<file path="src/rtl/cond_logic.sv">
// rtl/cond_logic.sv - conditional-execution unit: NZCV status register and condition gating
//
// Holds the architectural NZCV flags, loads them from the ALU under decoder
// control, and evaluates the instruction condition field against the stored
// flags. A failed condition suppresses every architectural side effect,
// including the flag update itself.
//
// Ports:
//   clk       in   1  core clock, rising edge
//   reset     in   1  asynchronous active-low; clears the flags
//   Cond      in   4  instruction condition field [31:28]
//   ALUFlags  in   4  {N,Z,C,V} from the ALU
//   FlagW     in   2  [1] update N,Z ; [0] update C,V
//   PCS       in   1  decoder PC-write request
//   RegW      in   1  decoder register-write request
//   MemW      in   1  decoder memory-write request
//   NoWrite   in   1  compare-class op, result discarded
//   PCSrc     out  1  PCS gated by the condition
//   RegWrite  out  1  RegW gated by the condition and NoWrite
//   MemWrite  out  1  MemW gated by the condition
//   CondEx    out  1  condition passes against the registered flags
//   Flags     out  4  registered {N,Z,C,V}

module cond_logic (
    input  logic       clk,
    input  logic       reset,
    input  logic [3:0] Cond,
    input  logic [3:0] ALUFlags,
    input  logic [1:0] FlagW,
    input  logic       PCS,
    input  logic       RegW,
    input  logic       MemW,
    input  logic       NoWrite,
    output logic       PCSrc,
    output logic       RegWrite,
    output logic       MemWrite,
    output logic       CondEx,
    output logic [3:0] Flags
);

    // Condition field encodings
    localparam logic [3:0] COND_EQ = 4'b0000;
    localparam logic [3:0] COND_NE = 4'b0001;
    localparam logic [3:0] COND_CS = 4'b0010;
    localparam logic [3:0] COND_CC = 4'b0011;
    localparam logic [3:0] COND_MI = 4'b0100;
    localparam logic [3:0] COND_PL = 4'b0101;
    localparam logic [3:0] COND_VS = 4'b0110;
    localparam logic [3:0] COND_VC = 4'b0111;
    localparam logic [3:0] COND_HI = 4'b1000;
    localparam logic [3:0] COND_LS = 4'b1001;
    localparam logic [3:0] COND_GE = 4'b1010;
    localparam logic [3:0] COND_LT = 4'b1011;
    localparam logic [3:0] COND_GT = 4'b1100;
    localparam logic [3:0] COND_LE = 4'b1101;
    localparam logic [3:0] COND_AL = 4'b1110;

    // Two independently enabled fields of the status register
    logic [1:0] nz_q, nz_d;
    logic [1:0] cv_q, cv_d;

    logic flag_n, flag_z, flag_c, flag_v;
    logic cond_ex;

    assign flag_n = nz_q[1];
    assign flag_z = nz_q[0];
    assign flag_c = cv_q[1];
    assign flag_v = cv_q[0];

    // Condition decode uses only the registered flags, so a flag-setting
    // conditional instruction is judged against the state before it.
    always_comb begin
        cond_ex = 1'b0;
        unique case (Cond)
            COND_EQ: cond_ex = flag_z;
            COND_NE: cond_ex = ~flag_z;
            COND_CS: cond_ex = flag_c;
            COND_CC: cond_ex = ~flag_c;
            COND_MI: cond_ex = flag_n;
            COND_PL: cond_ex = ~flag_n;
            COND_VS: cond_ex = flag_v;
            COND_VC: cond_ex = ~flag_v;
            COND_HI: cond_ex = flag_c & ~flag_z;
            COND_LS: cond_ex = ~flag_c | flag_z;
            COND_GE: cond_ex = (flag_n == flag_v);
            COND_LT: cond_ex = (flag_n != flag_v);
            COND_GT: cond_ex = ~flag_z & (flag_n == flag_v);
            COND_LE: cond_ex = flag_z | (flag_n != flag_v);
            COND_AL: cond_ex = 1'b1;
            // 1111 is reserved and treated as never-execute
            default: cond_ex = 1'b0;
        endcase
    end

    // Flag loads are gated by the condition so a skipped instruction
    // leaves the status register untouched.
    always_comb begin
        nz_d = nz_q;
        cv_d = cv_q;
        if (FlagW[1] && cond_ex) begin
            nz_d = ALUFlags[3:2];
        end
        if (FlagW[0] && cond_ex) begin
            cv_d = ALUFlags[1:0];
        end
    end

    always_ff @(posedge clk or negedge reset) begin
        if (!reset) begin
            nz_q <= 2'b00;
            cv_q <= 2'b00;
        end else begin
            nz_q <= nz_d;
            cv_q <= cv_d;
        end
    end

    assign CondEx   = cond_ex;
    assign PCSrc    = PCS & cond_ex;
    // Compare-class ops still set flags but never write a register
    assign RegWrite = RegW & cond_ex & ~NoWrite;
    assign MemWrite = MemW & cond_ex;
    assign Flags    = {nz_q, cv_q};

endmodule

</file>
<file path="config.mk">
export PLATFORM = sky130hd
export DESIGN_NAME = cond_logic
export DESIGN_NICKNAME = d
export VERILOG_FILES = /design/src/rtl/cond_logic.sv
export SDC_FILE = /design/constraint.sdc
export NUM_CORES = 1
export LEC_CHECK = 0
export BUFFER_PORTS_ARGS = -buffer_cell sky130_fd_sc_hd__buf_2
export CAP_MARGIN = 5
export CORE_AREA = 2 2 39 41
export CTS_BUF_LIST = sky130_fd_sc_hd__clkbuf_8
export DETAILED_ROUTE_END_ITERATION = 10
export DIE_AREA = 0 0 41 43
export GPL_TIMING_DRIVEN = 0
export PLACE_DENSITY_LB_ADDON = 0.1
export SYNTH_ARGS = -nofsm -noshare
export SYNTH_HDL_FRONTEND = slang
export SYNTH_SLANG_ARGS = --single-unit
export TNS_END_PERCENT = 10
</file>
<file path="constraint.sdc">
create_clock -name clk -period 2.55 [get_ports clk]
set_input_delay 0.51 -clock clk [delete_from_list [all_inputs] [get_ports clk]]
set_output_delay 0.51 -clock clk [all_outputs]
set_load 0.005 [all_outputs]
</file>
Yosys cells after proc, flatten, opt, wreduce, memory -nomap -nowiden --
Index checks and enable logic that the tools add are counted.
Operators by class: bitwise operators 13, muxes and demuxes 1, reductions and logical operators 3, equal/unequal tests 16
Operators with widths (number):
- 4-bit == test (second input constant) | 7
- 4-bit by 3-bit == test with 1-bit output (second input constant) | 4
- 1-bit case mux with 15 select lines | 1
- 4-bit by 2-bit == test with 1-bit output (second input constant) | 2
- 1-bit bitwise AND | 6
- 1-bit inverter | 5
- 4-bit by 1-bit == test with 1-bit output (second input constant) | 1
- 4-bit zero test | 1
- 1-bit logical AND | 2
- 1-bit OR | 2
- 1-bit == test | 1
- 1-bit inequality test | 1
Storage, ports and cells: register bits after elaboration 4, word-level logic and storage cells 35, input port bits 16, output and inout port bits 8

Longest topological paths before layout --
Gate-level depths: netlist (run 1).
word-level depth 5, depth in mapped cells 6, mapped depth without buffers 5

Least setup slack after synthesis (run 1) --
Ideal clock, no wire load.
kind input-to-output, start point input port Cond[0], end point output port RegWrite, data arrival time 1678 ps, path slack 362 ps, required time 2040 ps, stages on the path 6, buffers on the path 1, cells stage by stage buf_6 xor2_1 a31oi_1 a31oi_1 or3_2 and3b_1
Between the ends: cells in the longest elaborated chain, start to end 4, elaborated cells on any way between the ends 18, those cells by class eq/ne (14); mux (1); bitwise (2); reduce/logical (1)
Ends and longest elaborated chain:
- from (decl) | RTL line 27 | input logic [3:0] Cond,
- 4-bit == test, or another cell as far along | RTL line 74 | unique case (Cond)
- 1-bit case mux with 15 select lines * | RTL line 74
- named net CondEx | RTL line 37 | output logic CondEx,
- 1-bit bitwise AND * (2 in a row) | RTL line 121 | assign RegWrite = RegW & cond_ex & ~NoWrite;
- to (decl) | RTL line 35 | output logic RegWrite,
Mark *: on every way through the listed nets, which the timed path passes. The rest lies on a longest branch.

Worst setup path after layout (run 1) --
start point input port Cond[3], end point output port RegWrite
Between the ends: cells in the longest elaborated chain, start to end 4, elaborated cells on any way between the ends 18, those cells by class eq/ne (14); mux (1); bitwise (2); reduce/logical (1)
Ends and longest elaborated chain (RTL line):
- 4-bit == test, or another cell as far along | 74
- 1-bit case mux with 15 select lines * | 74
- 1-bit bitwise AND * (2 in a row) | 121
Every way passes the cells marked *; elsewhere a longest branch is shown, timed or not.

==> impl_metrics.csv, run 1 <==
group,metric,value,unit
run_status,status,"completed",
setup_path,cp-end-kind,"output port",
sta,finClkSkew,0.00129,ns
global_routing,grtUsageTotal,11.6,%
route,routedWlPerCell,10.9,µm
setup_path,crit_path_max_fanout,8,
logic_synthesis,synthesis.nets,56,
logic_synthesis,synth.largest_area_cell,"dfrtp_1",
setup_path,critPathMaxStageDelay,0.36,ns
sta,setup_viol,0,
route,drt_wl_total,875,µm
layout,final_nets,82,
sta,worst_slack,0.144,ns
sta,maxSlewHeadroom,73.9,%
floorplan,dieArea,1760,µm²
logic_synthesis,synth-compound-area-share,19.0,%
pwr,p_leak,0.269,nW
route,drc,0,
pwr,total_power,519,µW
global_routing,grt_max_degree,11,
logic_synthesis,netlist_area,383,µm²
clock_network,cts-hold-fix-buffers,0,
setup_path,cp_slowest_cell,"o32a_2",
route,drtIter0Drc,2,
sta,tns,0,ns
logic_synthesis,synthAdderAreaFrac,0,%
sta,hold_ws,0.0901,ns
setup_path,critPathBufInv,2,
global_routing,grt_use_met1,14.0,%
route,antenna_left,0,
floorplan,coreArea,1380,µm²
route,viasPerCell,5.04,
floorplan,die_h,43,µm
logic_synthesis,synthXorXnorAreaFrac,4.58,%
floorplan,start_util,27.7,%
logic_synthesis,synth_cell_types,27,
sta,min_period_over_period,94.3,%
global_routing,antenna_found_initial,0,
floorplan,io_pins,24,
setup_path,crit_family,"compound AO/OA/AOI/OAI gates",
logic_synthesis,synth_simple_gate_area_share,27.1,%
logic_synthesis,yosysSeqAreaShare,26.1,%
clock_network,clock_sinks,4,
sta,worst_slew_pin_slew,0.389,ns
layout,syn_to_final_growth,46.7,%
clock_network,cts_tree,"done",
clock_network,cts_buffers,3,
global_routing,grt_pass1_vias,331,
pwr,max-vdd-ir-drop,0.466,mV
place,port_buffers,21,
logic_synthesis,avgSynthCellArea,9.57,µm²
sta,hold_violations,0,
clock_network,htreeDepth,1,
route,firstDrtPassIters,4,
logic_synthesis,synth_area_leaders,"dfrtp_1 26%, mux2_1 5.9%, mux2_2 5.9%, mux2i_1 5.2%, nand3_1 3.9%",
logic_synthesis,synthDominantCellAreaShare,26.1,%
logic_synthesis,yosysWarnings,0,
global_routing,busiest_layer,"met2",
clock_network,clkLatencyLatePin,0.22,ns
layout,layout_common_cells,"21 x buf_2, 3 x nand3_1, 3 x clkbuf_8, 3 x dfrtp_1",
place,post-dp-hpwl,728,µm
clock_network,clock_path_buffers,2,
global_routing,grt_pass1_wl,1.30,mm
clock_network,root_buffer,"clkbuf_8",
place,place_area,508,µm²
logic_synthesis,synth-seq-cells,4,
global_routing,gr-usage-met2,15.0,%
logic_synthesis,synthCells,40,
layout,layout_commonest_cell,"buf_2",
run,cap_violations,0,
place,place_ws,0.139,ns
floorplan,fp-row-count,14,
route,num_vias,403,
place,gp_congestion,0.681,
global_routing,grt_overflow,0,
setup_path,required,2.04,ns
layout,drive_gt1_share,54.7,%
min_path,hold_path.class,"primary input to asynchronous set/reset pin",
layout,post-route-cell-area,562,µm²
logic_synthesis,synth_mux_area_share,17.0,%
layout,diodes,0,
setup_path,path_cells,"buf_2 > and2_4 > o32a_2 > a311oi_2 > or3_4 > and3b_1 > buf_2",
global_routing,grtUsageMet3,3.14,%
setup_path,crit_path_start_kind,"primary input",
setup_path,path_class,"primary input to output port",
pwr,power_density,923,nW/µm²
sta,drv_slew,0,
setup_path,cpMostUsedCell,"buf_2",
logic_synthesis,synth_top_family_by_area,"simple AND/OR/NAND/NOR gates",
sta,clock.fmax,0.416,GHz
setup_path,critPathArrivalTime,1.90,ns
sta,fin_crit,2.41,ns
sta,rsz0062_at_grt,"no",
clock_network,clk_pin_slew,0.03,ns
floorplan,die_w,41,µm
-- Yosys cell counts --
| library cell | number |
|---|---|
| mux2_2 | 2 |
| nand4_1 | 2 |
| a31oi_1 | 2 |
| o2111ai_1 | 1 |
| buf_6 | 1 |
| o31a_2 | 1 |
| nand2b_1 | 1 |
| nor2_1 | 1 |
| o31ai_1 | 2 |
| or3_2 | 1 |
| inv_1 | 2 |
| a311oi_2 | 1 |
| nand2_1 | 1 |
| mux2i_1 | 2 |
| nor4b_1 | 1 |
| and2_1 | 2 |
| xor2_1 | 1 |
| and2_4 | 1 |
| nand4b_1 | 1 |
| or4_1 | 1 |
| and3b_1 | 1 |
| dfrtp_1 | 4 |
| o32a_2 | 1 |
| mux2_1 | 2 |
| clkbuf_2 | 1 |
| xnor2_1 | 1 |
| nand3_1 | 3 |
-- logic make-up (layout without fill, tap and decap cells) --
group / count (synthesis) / after routing
simple gates: 16 / 16
flops: 4 / 4
xor+xnor: 2 / 2
mux: 6 / 6
buf+inv: 4 / 28
compound gates: 8 / 8
-- cell type report --
| class | count | area [µm²] |
|---|---|---|
| Clock buffer | 3 | 41.3 |
| Timing Repair Buffer | 21 | 105 |
| Buffer | 2 | 16.3 |
| Inverter | 2 | 7.51 |
| Fill cell | 149 | 822 |
| Multi-Input combinational cell | 32 | 270 |
| Tap cell | 16 | 20.0 |
| Sequential cell | 4 | 101 |
-- worst register-to-register path, cell delays in order (launching register included) --
cell      delay [ns]
dfrtp_2         0.43
xnor2_2         0.22
o32a_2          0.17
a311oi_2        0.10
o31ai_1         0.41
mux2_2          0.38
-- what timing repair did --
item / in CTS / in global routing
resized for setup: 1 / 2
setup buffers: 0 / 0
endpoints found under the setup margin: 3 / 3
pin swaps: 0 / 1
-- flip-flops by register name, summed over array words and instances (netlist names) --
signal  cells
cv_q        2
nz_q        2
-- metrics by stage --
step,instances,utilization (%)
floorplan,40,-
global placement,77,36.7
detailed placement,77,36.7
CTS,80,40.2
global route,80,40.6
finish,80,40.6
-- layer usage --
metal / part of all wire (%) / vias to the layer above / wire, µm
li1: - / 205 / -
met1: 41 / 177 / 363
met4: 4.0 / 0 / 35
met3: 8.3 / 4 / 73
met2: 46 / 17 / 402
met5: 0 / - / 0
-- report_power, final --
group	internal (mW)	leakage, nW	switching (mW)	total [mW]
registers	0.0983	0.0460	0.0529	0.151
clock network	0.100	0.0216	0.0305	0.131
logic	0.142	0.201	0.0948	0.237
total	0.340	0.269	0.178	0.519
-- final timing paths --
check                       startpoint        to  slack (ns)  cells past startpoint
setup / recovery               Cond[3]  RegWrite        0.14                      7
hold / removal                   reset   cv_q[1]        0.09                      1
setup reg to reg               cv_q[0]   cv_q[1]        0.71                      5
hold reg to reg                cv_q[0]   cv_q[0]        0.58                      1
max in group asynchronous        reset   cv_q[0]        2.33                      1
min in group clk           ALUFlags[0]   cv_q[0]        0.50                      2
Note: power is estimated with default switching activity, not from simulation.
==> run 2, diff against run 1 <==
BUFFER_PORTS_ARGS = -buffer_cell sky130_fd_sc_hd__clkbuf_2   (was -buffer_cell sky130_fd_sc_hd__buf_2)
CORE_AREA = not set   (was 2 2 39 41)
CORE_MARGIN = 2   (was not set)
CORE_UTILIZATION = 26   (was not set)
DIE_AREA = not set   (was 0 0 41 43)
==> run 2 against run 1 <==
Against the previous run:
- non-clock buffer count unchanged
- worst setup slack got worse by 0.043 ns
- critical path depth decreased by 1
- sequential share of layout area decreased by 0.20 points
- register-to-register slack about the same
- critical endpoint unchanged
- largest power group unchanged
==> impl_metrics.csv, run 2 (synthesized netlist as in run 1, its figures left out) <==
group,metric,value,unit
layout,syn_to_final_growth,48.4,%
route,firstDrtPassIters,4,
floorplan,dieArea,1800,µm²
place,port_buffers,21,
clock_network,clk_pin_slew,0.03,ns
clock_network,htreeDepth,1,
global_routing,grt_pass1_wl,1.37,mm
setup_path,cp-end-kind,"output port",
sta,finClkSkew,0.00180,ns
layout,layout_commonest_cell,"clkbuf_2",
sta,hold_violations,0,
route,drt_wl_total,876,µm
pwr,p_int,353,µW
floorplan,io_pins,24,
setup_path,critPathArrivalTime,1.94,ns
global_routing,grtUsageTotal,9.80,%
sta,worst_slack,0.101,ns
floorplan,start_util,28.7,%
floorplan,fp-row-count,13,
pwr,pwr-share-clk,23.8,%
min_path,hold_path.class,"primary input to asynchronous set/reset pin",
place,gp_congestion,0.663,
pwr,power_density,956,nW/µm²
sta,drv_slew,0,
floorplan,die_h,42.4,µm
pwr,p_seq_share,30.0,%
global_routing,grt_overflow,0,
global_routing,grt_pass1_vias,342,
layout,layout_common_cells,"22 x clkbuf_2, 3 x nand3_1, 3 x clkbuf_8, 3 x dfrtp_1",
global_routing,grt_max_degree,11,
sta,fin_crit,2.45,ns
run_status,status,"completed",
clock_network,cts_tree,"done",
sta,maxSlewHeadroom,73.7,%
place,place_area,507,µm²
route,drtIter0Drc,2,
global_routing,antenna_found_initial,0,
sta,worst_slew_pin_slew,0.391,ns
clock_network,cts_buffers,3,
clock_network,clkLatencyLatePin,0.21,ns
setup_path,cp_slowest_cell,"or3_2",
layout,drive_gt1_share,54.7,%
setup_path,crit_path_max_fanout,5,
clock_network,clock_sinks,4,
sta,setup_viol,0,
pwr,max-vdd-ir-drop,0.535,mV
floorplan,coreArea,1330,µm²
pwr,swShare,35.0,%
pwr,power.switching,190,µW
route,viasPerCell,5.22,
layout,diodes,0,
sta,min_period_over_period,96.1,%
clock_network,postCtsSetupBuffers,0,
setup_path,required,2.04,ns
floorplan,die_w,42.4,µm
route,num_vias,412,
sta,clock.fmax,0.408,GHz
place,place_ws,0.106,ns
layout,final_nets,82,
pwr,comb_power_share,46.2,%
route,drc,0,
setup_path,path_cells,"xnor2_4 > o32a_2 > a311oi_2 > or3_2 > and3b_1 > clkbuf_2",
run,cap_violations,0,
setup_path,crit_path_start_kind,"flop",
clock_network,root_buffer,"clkbuf_8",
layout,post-route-cell-area,568,µm²
route,routedWlPerCell,11.1,µm
pwr,p_leak,0.272,nW
layout,top_regs,"cv_q (2), nz_q (2)",
setup_path,r2r_cells,5,
setup_path,critPathMaxStageDelay,0.52,ns
clock_network,cts-hold-fix-buffers,0,
setup_path,path_class,"flop to output port",
clock_network,clock_path_buffers,2,
route,antenna_left,0,
## run 2: cell types whose count changed in the layout (fill, tap and decap cells not counted)
| cell | before | now |
|---|---|---|
| xnor2_4 | 0 | 1 |
| xnor2_2 | 1 | 0 |
| buf_2 | 21 | 0 |
| or3_2 | 0 | 1 |
| clkbuf_2 | 1 | 22 |
| or3_4 | 1 | 0 |
## run 2: layout make-up
cell class	instances	area, µm²
multi-input cells	32	278
well taps	15	18.8
plain buffers	2	16.3
repair buffers	21	105
flip-flops and latches	4	101
inverters	2	7.51
fillers	146	766
clock buffers	3	41.3
## run 2: what timing repair did
action                     CTS  global route
pin swaps                    0             1
setup endpoints to repair    3             3
gates resized for setup      1             2
## run 2: worst max-delay path: cells and delay by family (launching register included)
| kind | cells | cell delay (ns) |
|---|---|---|
| xor gates and xnor gates | 1 | 0.21 |
| buffers and inverters | 1 | 0.10 |
| AOI/OAI and AO/OA | 2 | 0.26 |
| DFF | 1 | 0.45 |
| and+or+nand+nor | 2 | 0.70 |
## run 2: routing by layer
layer	GRT usage, %	share of wire (%)	routed length, µm	up-vias
met4	5.63	1.5	13	0
li1	-	-	-	206
met5	0	0	0	-
met1	12.7	43	379	186
met3	1.72	7.2	63	2
met2	15.1	48	419	18
## run 2: per-stage QoR
stage / cells / util (%) / setup TNS (ns) / hold WS (ns) / total power [mW]
6_report: 79 / 42.6 / 0 / 0.0932 / 0.543
2_1_floorplan: 40 / - / 0 / 0.214 / 0.284
3_3_place_gp: 76 / 38.0 / 0 / 0.319 / 0.380
5_1_grt: 79 / 42.6 / -0.0338 / 0.0932 / 0.588
4_1_cts: 79 / 41.7 / 0 / 0.0911 / 0.523
3_5_place_dp: 76 / 38.0 / 0 / 0.318 / 0.375
## run 2: path summary, 6_finish.rpt
path,slack (ns),endpoint,startpoint
setup / recovery,0.10,RegWrite,cv_q[0]
hold / removal,0.09,cv_q[1],reset
setup reg to reg,0.72,cv_q[1],cv_q[0]
hold reg to reg,0.61,cv_q[1],cv_q[1]
max in group asynchronous,2.33,cv_q[0],reset
min in group clk,0.52,cv_q[0],ALUFlags[0]
## run 2: power by group through the flow
stage	Clock (mW)	Sequential, mW	Combinational (mW)
floorplan	0	0.141	0.143
global placement	0	0.148	0.232
detailed placement	0	0.146	0.229
CTS	0.134	0.151	0.238
global route	0.137	0.173	0.278
finish	0.129	0.163	0.251
==> run 3, diff against run 2 <==
CORE_AREA = 2 2 39 41   (was not set)
CORE_MARGIN = not set   (was 2)
CORE_UTILIZATION = not set   (was 26)
DIE_AREA = 0 0 41 43   (was not set)
==> run 3 against run 2 <==
Against the previous run:
- sequential cell count did not move
- sequential power is essentially flat
- core utilization is 1.1 points lower
- maximum frequency about the same
- worst setup slack improved by 0.0016 ns
- critical path depth increased by 1
- global-route usage rose by 1.7 points
- via count is 4.1% lower
- clock-buffer cell count unchanged
- hold slack better by 0.0020 ns
- first-iteration DRC count up 50%
- critical path type is now primary input to output port
- largest power group unchanged
==> impl_metrics.csv, run 3 (synthesized netlist as in run 1, its figures left out) <==
group,metric,value,unit
run_status,status,"completed",
sta,min_period_over_period,96.0,%
floorplan,die_w,41,µm
global_routing,grt_pass1_wl,1.35,mm
floorplan,die_h,43,µm
setup_path,cpMostUsedCell,"clkbuf_2",
place,place_ws,0.104,ns
route,firstDrtPassIters,4,
setup_path,cp-end-kind,"output port",
route,drc,0,
setup_path,path_class,"primary input to output port",
pwr,p_leak,0.271,nW
sta,maxSlewHeadroom,74.2,%
setup_path,r2r_cells,5,
layout,nFillCells,154,
pwr,power_density,957,nW/µm²
setup_path,crit_path_start_kind,"primary input",
sta,hold_violations,0,
layout,utilization,41.5,%
place,gp_congestion,0.685,
sta,worst_slack,0.102,ns
setup_path,required,2.04,ns
floorplan,coreArea,1380,µm²
clock_network,cts_buffers,3,
sta,setup_viol,0,
global_routing,grtUsageTotal,11.5,%
setup_path,r2r_setup_slack,0.72,ns
floorplan,fp-row-count,14,
sta,finClkSkew,0.000930,ns
layout,drive_gt1_share,56.3,%
route,drt_wl_total,890,µm
route,num_vias,395,
route,drtIter0Drc,3,
global_routing,gr-usage-met2,16.3,%
sta,tns,0,ns
setup_path,cp_slowest_cell,"o32a_2",
clock_network,cts-hold-fix-buffers,0,
global_routing,grtUsageMet3,1.57,%
sta,rsz0062_at_grt,"no",
sta,hold_ws,0.0952,ns
setup_path,critPathMaxStageDelay,0.36,ns
global_routing,grt_pass1_vias,322,
sta,fin_crit,2.45,ns
pwr,total_power,550,µW
layout,layout_commonest_cell,"clkbuf_2",
sta,worst_slew_pin_slew,0.384,ns
setup_path,critPathBufInv,2,
setup_path,crit_family,"compound AO/OA/AOI/OAI gates",
global_routing,antenna_found_initial,0,
clock_network,htreeDepth,1,
place,port_buffers,21,
clock_network,root_buffer,"clkbuf_8",
pwr,max-vdd-ir-drop,0.527,mV
global_routing,grt_overflow,0,
clock_network,clk_pin_slew,0.03,ns
layout,final_nets,82,
layout,syn_to_final_growth,50.0,%
sta,drv_slew,0,
global_routing,grt_use_met1,15.4,%
floorplan,start_util,27.7,%
run,cap_violations,0,
sta,clock.fmax,0.409,GHz
setup_path,critPathArrivalTime,1.94,ns
global_routing,grt_max_degree,11,
setup_path,rr_startpoint,"cv_q[0]",
setup_path,r2r-end,"cv_q[1]",
global_routing,busiest_layer,"met2",
floorplan,io_pins,24,
place,post-dp-hpwl,727,µm
route,routedWlPerCell,11.1,µm
route,antenna_left,0,
setup_path,crit_path_max_fanout,8,
route,viasPerCell,4.94,
clock_network,cts_tree,"done",
layout,diodes,0,
clock_network,clkLatencyLatePin,0.21,ns
floorplan,dieArea,1760,µm²
layout,layout_common_cells,"22 x clkbuf_2, 3 x nand3_1, 3 x clkbuf_8",
layout,top_regs,"cv_q (2), nz_q (2)",
setup_path,path_cells,"clkbuf_2 > and2_4 > o32a_2 > a311oi_2 > or3_4 > and3b_1 > clkbuf_2",
min_path,hold_path.class,"primary input to asynchronous set/reset pin",
clock_network,clock_path_buffers,2,
clock_network,clock_sinks,4,
==> run 3: worst max-delay path by stage <==
stage,startpoint,endpoint,slack [ns],depth (start not counted)
global placement,Cond[3],RegWrite,0.1,7
global route,Cond[3],RegWrite,0.02,7
floorplan,Cond[0],RegWrite,0.36,6
CTS,nz_q[1],RegWrite,0.06,6
finish,Cond[3],RegWrite,0.10,7
detailed placement,Cond[3],RegWrite,0.10,7
==> run 3: final cells by class <==
class / instances / area [µm²] / area share, %
Inverter: 2 / 7.51 / 1.31
Buffer: 2 / 16.3 / 2.83
Multi-Input combinational cell: 32 / 282 / 49.0
Tap cell: 16 / 20.0 / 3.49
Clock buffer: 3 / 41.3 / 7.19
Sequential cell: 4 / 103 / 17.9
Timing Repair Buffer: 21 / 105 / 18.3
==> run 3: report_power, final <==
| part | leakage, nW | internal (mW) | total, mW | switching, mW |
|---|---|---|---|---|
| combinational | 0.205 | 0.159 | 0.255 | 0.0965 |
| clock | 0.0216 | 0.100 | 0.129 | 0.0291 |
| sequential | 0.0449 | 0.100 | 0.165 | 0.0650 |
| total | 0.271 | 0.359 | 0.550 | 0.191 |
==> run 3: metrics by stage <==
stage,area (µm²),instances
final,574,80
after global routing,574,80
after CTS,557,80
after detailed placement,508,77
after global placement,508,77
after floorplan,383,40
==> run 3: routing by layer <==
metal | vias up | share of wire (%)
met1 | 174 | 44
met2 | 14 | 49
met5 | - | 0
li1 | 207 | -
met4 | 0 | 0
met3 | 0 | 6.6
==> run 3: timing repair <==
item | 4_1_cts | 5_1_grt
hold endpoints to repair | 0 | 0
cloned | 0 | 0
gates resized for setup | 1 | 4
pin swaps | 0 | 1
endpoints found under the setup margin | 3 | 3
buffers inserted | 0 | 0
